File: config.mk
export PLATFORM = sky130hd
export DESIGN_NAME = gpu_host_arbiter
export DESIGN_NICKNAME = d
export VERILOG_FILES = /design/src/rtl/gpu_pkg.sv /design/src/rtl/gpu_rd_tag_pipe.sv /design/src/rtl/gpu_host_arbiter.sv
export SDC_FILE = /design/constraint.sdc
export NUM_CORES = 1
export LEC_CHECK = 0
export ABC_AREA = 0
export CAP_MARGIN = 40
export CORE_UTILIZATION = 39
export DETAILED_ROUTE_END_ITERATION = 16
export PLACE_DENSITY_LB_ADDON = 0.3
export SETUP_SLACK_MARGIN = 0.1
export SLEW_MARGIN = 0
export SYNTH_ARGS = -nofsm -noshare
export SYNTH_HDL_FRONTEND = slang
export SYNTH_HIERARCHICAL = 1
export SYNTH_SLANG_ARGS = --single-unit
File: constraint.sdc
create_clock -name clk -period 1.7 [get_ports clk]
set_clock_uncertainty 0.15 [all_clocks]
set_input_delay 0.34 -clock clk [delete_from_list [all_inputs] [get_ports clk]]
set_output_delay 0.34 -clock clk [all_outputs]
set_load 0.05 [all_outputs]
File: src/rtl/gpu_pkg.sv
// gpu_pkg: definitions shared by the GPU host-port arbiter and its read-tag pipe.
//   HOST_ADDR_W : width of the GPU RAM host address
//   port_id_t   : requester identity (Z80 bus bridge / text-font fill engine)
//   rd_tag_t    : one read-pipe entry {valid, id}
package gpu_pkg;

    localparam int unsigned HOST_ADDR_W = 20;

    typedef enum logic {
        PORT_Z80  = 1'b0,
        PORT_FILL = 1'b1
    } port_id_t;

    typedef struct packed {
        logic     valid;
        port_id_t id;
    } rd_tag_t;

    localparam rd_tag_t RD_TAG_NONE = '{valid: 1'b0, id: PORT_Z80};

endpackage

File: src/rtl/gpu_rd_tag_pipe.sv
// gpu_rd_tag_pipe: fixed-depth shift register of read tags. One entry is
// shifted in every clock; the entry leaving the last stage marks the cycle in
// which the matching RAM read data is present.
//   clk      : host clock
//   reset_n  : asynchronous active-low clear of every stage
//   tag_in   : tag pushed this clock (valid=0 on non-read cycles)
//   tag_out  : oldest tag, DEPTH clocks after it was pushed
module gpu_rd_tag_pipe
    import gpu_pkg::*;
#(
    parameter int unsigned DEPTH = 3
) (
    input  logic    clk,
    input  logic    reset_n,
    input  rd_tag_t tag_in,
    output rd_tag_t tag_out
);

    rd_tag_t stage_q [DEPTH];

    always_ff @(posedge clk or negedge reset_n) begin
        if (!reset_n) begin
            for (int unsigned i = 0; i < DEPTH; i++) begin
                stage_q[i] <= RD_TAG_NONE;
            end
        end else begin
            stage_q[0] <= tag_in;
            for (int unsigned i = 1; i < DEPTH; i++) begin
                stage_q[i] <= stage_q[i-1];
            end
        end
    end

    assign tag_out = stage_q[DEPTH-1];

endmodule

File: src/rtl/gpu_host_arbiter.sv
// gpu_host_arbiter: shares the single host port of the multiport GPU RAM
// between the Z80 bus bridge (port 0) and the text/font fill engine (port 1).
// Round-robin grant, optional vblank-only restriction of port 1, registered
// drive of the RAM host port and tagged read-data return.
//   clk, reset_n              : host clock, asynchronous active-low reset
//   vde_in                    : vertical display enable (synchronous to clk)
//   req/we/addr/wdata 0,1     : requester command, held until acknowledged
//   ack0, ack1                : combinational grant
//   rvalid0, rvalid1, rdata   : one-cycle read return strobe and shared data
//   ram_wr_ena/addr/wr_data   : registered RAM host port drive
//   ram_rd_data               : RAM host read data
module gpu_host_arbiter
    import gpu_pkg::*;
#(
    parameter int unsigned ADDR_W         = HOST_ADDR_W,
    parameter int unsigned RD_LATENCY     = 2,
    parameter bit          P1_VBLANK_ONLY = 1'b1
) (
    input  logic              clk,
    input  logic              reset_n,
    input  logic              vde_in,
    input  logic              req0,
    input  logic              req1,
    input  logic              we0,
    input  logic              we1,
    input  logic [ADDR_W-1:0] addr0,
    input  logic [ADDR_W-1:0] addr1,
    input  logic [7:0]        wdata0,
    input  logic [7:0]        wdata1,
    output logic              ack0,
    output logic              ack1,
    output logic              rvalid0,
    output logic              rvalid1,
    output logic [7:0]        rdata,
    output logic              ram_wr_ena,
    output logic [ADDR_W-1:0] ram_addr,
    output logic [7:0]        ram_wr_data,
    input  logic [7:0]        ram_rd_data
);

    port_id_t          last_q;
    logic              elig0;
    logic              elig1;
    logic              grant_z80;
    logic              grant_fill;
    logic              accept;
    logic              sel_we;
    logic [ADDR_W-1:0] sel_addr;
    logic [7:0]        sel_wdata;
    rd_tag_t           tag_push;
    rd_tag_t           tag_pop;

    always_comb begin
        elig0 = req0;
        elig1 = req1 && !(P1_VBLANK_ONLY && vde_in);

        // Port 1 wins when it is the only candidate or when port 0 was served last.
        grant_fill = elig1 && (!elig0 || (last_q == PORT_Z80));
        grant_z80  = elig0 && !grant_fill;

        // Gating with reset_n keeps the requesters from seeing a grant that
        // the held-in-reset registers would never act on.
        ack0   = reset_n && grant_z80;
        ack1   = reset_n && grant_fill;
        accept = ack0 || ack1;

        sel_we    = ack1 ? we1    : we0;
        sel_addr  = ack1 ? addr1  : addr0;
        sel_wdata = ack1 ? wdata1 : wdata0;

        tag_push       = RD_TAG_NONE;
        tag_push.valid = accept && !sel_we;
        tag_push.id    = ack1 ? PORT_FILL : PORT_Z80;
    end

    // One extra stage over RD_LATENCY covers the ram_addr register itself, so
    // the tag leaves the pipe in the same cycle ram_rd_data becomes valid.
    gpu_rd_tag_pipe #(
        .DEPTH (RD_LATENCY + 1)
    ) u_rd_tag_pipe (
        .clk     (clk),
        .reset_n (reset_n),
        .tag_in  (tag_push),
        .tag_out (tag_pop)
    );

    always_ff @(posedge clk or negedge reset_n) begin
        if (!reset_n) begin
            last_q      <= PORT_Z80;
            ram_wr_ena  <= 1'b0;
            ram_addr    <= '0;
            ram_wr_data <= '0;
        end else begin
            if (accept) begin
                last_q      <= ack1 ? PORT_FILL : PORT_Z80;
                ram_wr_ena  <= sel_we;
                ram_addr    <= sel_addr;
                ram_wr_data <= sel_wdata;
            end else begin
                ram_wr_ena  <= 1'b0;
            end
        end
    end

    always_ff @(posedge clk or negedge reset_n) begin
        if (!reset_n) begin
            rvalid0 <= 1'b0;
            rvalid1 <= 1'b0;
            rdata   <= '0;
        end else begin
            rvalid0 <= tag_pop.valid && (tag_pop.id == PORT_Z80);
            rvalid1 <= tag_pop.valid && (tag_pop.id == PORT_FILL);
            if (tag_pop.valid) begin
                rdata <= ram_rd_data;
            end
        end
    end

endmodule

==> run metrics, run 1 <==
Die W=74.36 µm; CORE AREA=4880 µm²; Tot Pwr=4.115 mW; Final Hold Violating Endpoints=0; Largest stage delay, worst path=0.39 ns; crit path DAT=1.12 ns; placed standard-cell area=3667 µm²; Post-Syn Area=2042 µm²; Setup crit end=ack1; vias in the first global route=1,673; vias=1,540; min cycle time layout=1.607 ns; vias per cell=4.724; Nets=329; Fmax=622.4 MHz; top cell type's share of synthesized area=56.37%; Sink Count=46; first-pass GRT wire length=7886 µm; Final setup violation count=0; Worst VDD drop=0.0006062 V; CP required=1.21 ns; cells along the critical path=nand2_2, nand3_4, clkinvlp_4, buf_12; CTS tree=built; Worst setup EP type=output port; DR WL/cell=15.95 µm; FILL cells=316; Initial Util=41.85%; syn_area_per_cell=15.24 µm²; area grow syn2layout=89.15%; Clk Tree Root Cell=clkbuf_8; Netlist cell types=18; FF+latch count, synth=46; total of max-cap violations=0; global-route total usage across every layer=19.69%; Die Y=74.36 µm; Clk Latency, worst-skew pair=0.30 ns; pre-CTS WS=-0.3102 ns; leak pwr=1.684 nW; Crit Reg-Reg Startpoint=last_q; DRT iter0 DRCs=44; Clock Path Buffers=2; fraction of layout cells with a size suffix above 1=53.28%; die area=5529 µm²; critical path's slowest cell=dfrtp_1; measured slew at the worst slew-check pin=0.3978 ns; Syn Nets=205; Pwr per Cell Area=1065 nW/µm²; post-synthesis sequential area ratio=56.37%; Min-Delay Path Class=in -> async; clk slew on worst S/H paths=0.09 ns; RSZ-0062 raised after global routing=true; DRC errors left=0; GRT overflow=0; CTS Buf Count=5; final wirelength=5201 µm; max-slew violations=0; crit path kind=reg -> out; DRT Pass-1 Iters=2; internal reg-to-reg setup slack=0.21 ns; worst reg2reg path endpoint=ram_addr[10]; CP Max Fanout=3; Slew Limit Headroom=73.48%; cell row count=25; Synth area leaders=dfrtp_1, mux2_2, mux2_4, buf_6, buf_2; antenna viol nets, final=0; Post-Synthesis Cells=134; DP Wirelength=4048 µm; fin area=3862 µm²; initial antenna violation count=0; PortBufs=111; status=complete, no violations; reg2reg path depth=5; crit share post-route=94.51%; Synthesis Warnings=6; GPL Wtd Cong=0.7088; crit path launch=last_q; diode count=0; H-tree levels=2; CP startpoint kind=register; area leader, netlist=dfrtp_1; pin count of the biggest net entering global routing=30; top-level port count=112; min setup slack post-route=0.09330 ns
[synth_stat cells (all sizes together)]
master  count
mux2       65
dfrtp      46
buf         8
nand2       4
inv         2
nor2b       2
a21oi       1
and2        1
and3        1
clkbuf      1
mux2i       1
nand3       1
or2         1
[through the flow]
stage,TNS (ns),cells,util (%),hold WS (ns)
floorplan,0,134,-,-0.1056
global placement,-7.561,312,75.15,0.1834
detailed placement,-8.442,312,75.15,0.1847
CTS,0,324,78.82,0.01831
global route,0,326,79.15,0.03841
finish,0,326,79.15,0.01397
[worst min path at each step]
stage,endpoint,depth (start not counted),startpoint,slack (ns)
2_1_floorplan,last_q,0,reset_n,-0.11
3_3_place_gp,u_rd_tag_pipe/tag_out[0],0,u_rd_tag_pipe/stage_q[2],0.18
3_5_place_dp,u_rd_tag_pipe/stage_q[3],0,u_rd_tag_pipe/stage_q[5],0.18
4_1_cts,ram_wr_ena,3,reset_n,0.02
5_1_grt,u_rd_tag_pipe/tag_out[1],3,reset_n,0.04
6_report,u_rd_tag_pipe/tag_out[1],3,reset_n,0.01
[timing repair]
action,CTS,global route
gates resized for setup,8,4
cloned,1,0
pin swaps,4,1
setup buffers,3,2
hold buffers,0,0
setup endpoints to repair,31,10
[layout make-up]
class	count	area, µm²	area share (%)
Tap cell	67	83.83	2.170
Inverter	2	11.26	0.2915
Sequential cell	46	1151	29.80
Clock buffer	6	72.57	1.879
Timing Repair Buffer	126	1659	42.95
Clock inverter	2	37.54	0.9718
Multi-Input combinational cell	77	847.1	21.93
[metal layers]
metal / up-vias / GRT usage, % / wire length [µm]
li1: 715 / - / -
met1: 751 / 21.20 / 1949
met2: 67 / 37.14 / 2881
met3: 7 / 4.743 / 296
met4: 0 / 7.128 / 73
met5: - / 0 / 0
[flip-flops by register name, indices dropped and copies added (netlist names)]
register / flops
last_q: 1
rdata: 8
u_rd_tag_pipe/tag_out: 2
rvalid1: 1
ram_wr_ena: 1
u_rd_tag_pipe/stage_q: 4
ram_addr: 20
ram_wr_data: 8
rvalid0: 1
[cell families after synthesis]
group,Yosys count,synth area share (%)
compound gates,1,0.2449
buf+inv,11,3.676
flops,46,56.37
mux,66,36.89
simple gates,10,2.819
[power breakdown]
group / internal [mW] / total, mW / leakage (nW) / switching (mW)
Combinational: 1.03 / 1.87 / 1.08 / 0.840
Sequential: 1.27 / 1.45 / 0.555 / 0.183
Clock: 0.439 / 0.795 / 0.0514 / 0.356
[cell usage in the layout, fill, tap and decap left out, types with 2 or more instances in the layout]
cell and instances:
buf_12 42, clkinvlp_4 2, dfrtp_1 46, clkdlybuf4s50_1 66, nand2_2 2, mux2_4 3
buf_4 12, mux2_2 62, nand2_1 2, clkbuf_8 5
[critical path: cells and delay by family (launching register included)]
kind | cells | cell delay (ns)
flip-flops | 1 | 0.39
AND/OR/NAND/NOR | 2 | 0.17
buffers and inverters | 2 | 0.27
No activity file was read; power rests on OpenSTA's default activity.
==> run 2: changes to the inputs <==
--- a/config.mk
+++ b/config.mk
@@ -9,6 +9,7 @@
 export CAP_MARGIN = 40
 export CORE_UTILIZATION = 39
 export DETAILED_ROUTE_END_ITERATION = 16
+export GPL_TIMING_DRIVEN = 0
 export PLACE_DENSITY_LB_ADDON = 0.3
 export SETUP_SLACK_MARGIN = 0.1
 export SLEW_MARGIN = 0
==> run 2 against run 1 <==
Net effect:
- critical path depth up 1
- clock power up 25%
- core utilization down 3.7 points
- worst hold slack better by 0.19 ns
- count of clock-buffer cells in the layout unchanged
- via count up 2.5%
- non-clock buffer count up 9
- sequential power down 7%
- setup slack worse by 0.089 ns
- routed wire length up 0.48%
- sequential cell count unchanged
- cell area down 4.7%
==> run metrics, run 2 (synthesis gave the netlist of run 1 again) <==
final wirelength=5226 µm (was 5201 µm); dpl cells=313 (was 312); vias=1,578 (was 1,540); area grow syn2layout=80.33% (was 89.15%); WL met1=1979 µm (was 1949 µm); Reg with most FFs=ram_addr (unchanged); RSZ-0062 raised after global routing=true (unchanged); Final setup violation count=0 (unchanged); Hold EP=u_rd_tag_pipe/tag_out[1]; crit path DAT=1.21 ns (was 1.12 ns); Min Hold Slack=0.2047 ns (was 0.01397 ns); max-slew violations=0 (unchanged); biggest regs=ram_addr: 20 flops, ram_wr_data: 8 flops, rdata: 8 flops (unchanged); fin area=3682 µm² (was 3862 µm²); most frequent cells in the layout=clkdlybuf4s50_1, mux2_2, dfrtp_1, clkdlybuf4s15_2, buf_4 (was clkdlybuf4s50_1, mux2_2, dfrtp_1, buf_12, buf_4); internal reg-to-reg setup slack=0.21 ns (about the same); Nets=338 (was 329); Pwr per Cell Area=1044 nW/µm² (was 1065 nW/µm²); DRC errors left=0 (unchanged); GRT overflow=0 (unchanged); FILL cells=341 (was 316); post-route insts no fill=336 (was 326); measured slew at the worst slew-check pin=0.6347 ns (was 0.3978 ns); fraction of layout cells with a size suffix above 1=53.36% (was 53.28%); area occupied by multi-input gates=839.6 µm² (was 847.1 µm²); commonest non-fill, non-tap cell in the layout=clkdlybuf4s50_1 (unchanged); antenna viol nets, final=0 (unchanged); max layer used=met4 (unchanged); crit path kind=reg -> out (unchanged); Worst setup EP type=output port (unchanged); total of max-cap violations=0 (unchanged); Sink Count=46 (unchanged); Crit Reg-Reg Startpoint=u_rd_tag_pipe/tag_out[1] (was last_q); GPL Wtd Cong=0.7037 (was 0.7088); met3 WL=353 µm (was 296 µm); DRT Pass-1 Iters=2 (unchanged); H-tree levels=2 (unchanged); Clock Path Buffers=2 (unchanged); pin count of the biggest net entering global routing=18 (was 30); status=complete, no violations (unchanged); vias in the first global route=1,688 (was 1,673); Core Util, Final=75.46% (was 79.15%); Die Y=74.36 µm (unchanged); Initial Util=41.85% (unchanged); Slew Limit Headroom=57.55% (was 73.48%); Die W=74.36 µm (unchanged); Clk Tree Root Cell=clkbuf_8 (unchanged); Clk Latency, worst-skew pair=0.30 ns (about the same); DR WL/cell=15.55 µm (was 15.95 µm); CORE AREA=4880 µm² (unchanged); worst reg2reg path endpoint=rdata[4] (was ram_addr[10]); crit share post-route=99.76% (was 94.51%); leak pwr=1.591 nW (was 1.684 nW); die area=5529 µm² (unchanged); met2 WL=2778 µm (was 2881 µm); sequential cell area=1151 µm² (unchanged); CP required=1.21 ns (about the same); CTS Buf Count=5 (unchanged); cell row count=25 (unchanged); DRT iter0 DRCs=13 (was 44); reg2reg path depth=3 (was 5); max reg flops=20 (unchanged); Worst VDD drop=0.0005507 V (was 0.0006062 V); initial antenna violation count=1 (was 0); vias per cell=4.696 (was 4.724); placed standard-cell area=3262 µm² (was 3667 µm²); CP Max Fanout=2 (was 3); Hold Crit Depth=0; Fmax=589.6 MHz (was 622.4 MHz); first-pass GRT wire length=7976 µm (was 7886 µm); global-route total usage across every layer=19.82% (was 19.69%); CP startpoint kind=register (unchanged); PortBufs=111 (unchanged); DP Wirelength=3532 µm (was 4048 µm); top-level port count=112 (unchanged); Min-Delay Path Class=reg -> reg (was in -> async); clk slew on worst S/H paths=0.09 ns (about the same); CTS tree=built (unchanged); Sum Neg Setup Slack=0 ns (unchanged); Final Hold Violating Endpoints=0 (unchanged); min cycle time layout=1.696 ns (was 1.607 ns); hold path startpoint=u_rd_tag_pipe/stage_q[3]
run 2: repair_timing:
item / in CTS / in global routing
hold buffers: 4 / 1
pin swaps: 2 / 2
endpoints found under the setup margin: 70 / 36
gates resized for setup: 147 / 8
endpoints found under the hold margin: 37 / 17
cloned: 1 / 1
setup buffers: 8 / 1
run 2: metrics by stage:
step | power [mW] | setup slack [ns]
floorplan | 2.277 | 0.1269
global placement | 2.830 | -3.059
detailed placement | 2.859 | -1.120
CTS | 3.863 | -0.002200
global route | 3.999 | -0.06070
finish | 3.843 | 0.004059
run 2: routing by layer:
layer,track usage (%),up-vias
li1,-,734
met2,35.34,68
met5,0,-
met1,22.28,767
met4,9.015,0
met3,4.878,9
run 2: critical path, stage by stage (launching register included):
cell and delay (ns):
dfrtp_1 0.40, nand2_2 0.09, nand3_4 0.07, buf_8 0.13, clkinvlp_4 0.07, buf_8 0.14
run 2: power breakdown:
group	leakage, nW	total, mW	switching (mW)	internal [mW]
registers	0.555	1.35	0.0811	1.27
logic	0.964	1.50	0.843	0.655
clock network	0.0714	0.997	0.370	0.627
total	1.59	3.84	1.29	2.55
run 2: how the worst max path moves through the flow:
stage,start,to,cells past startpoint
global placement,reset_n,ack1,5
detailed placement,reset_n,ack1,6
finish,last_q,ack1,5
floorplan,req1,ack1,4
global route,last_q,ack1,5
CTS,last_q,ack1,5
run 2: final cells by class:
class,count,share of cell area [%]
well taps,67,2.277
plain buffers,9,2.684
clock buffers,6,2.243
inverters,2,0.3058
flip-flops and latches,46,31.26
clock inverters,2,1.631
repair buffers,126,36.73
diodes,1,0.06796
multi-input cells,77,22.80
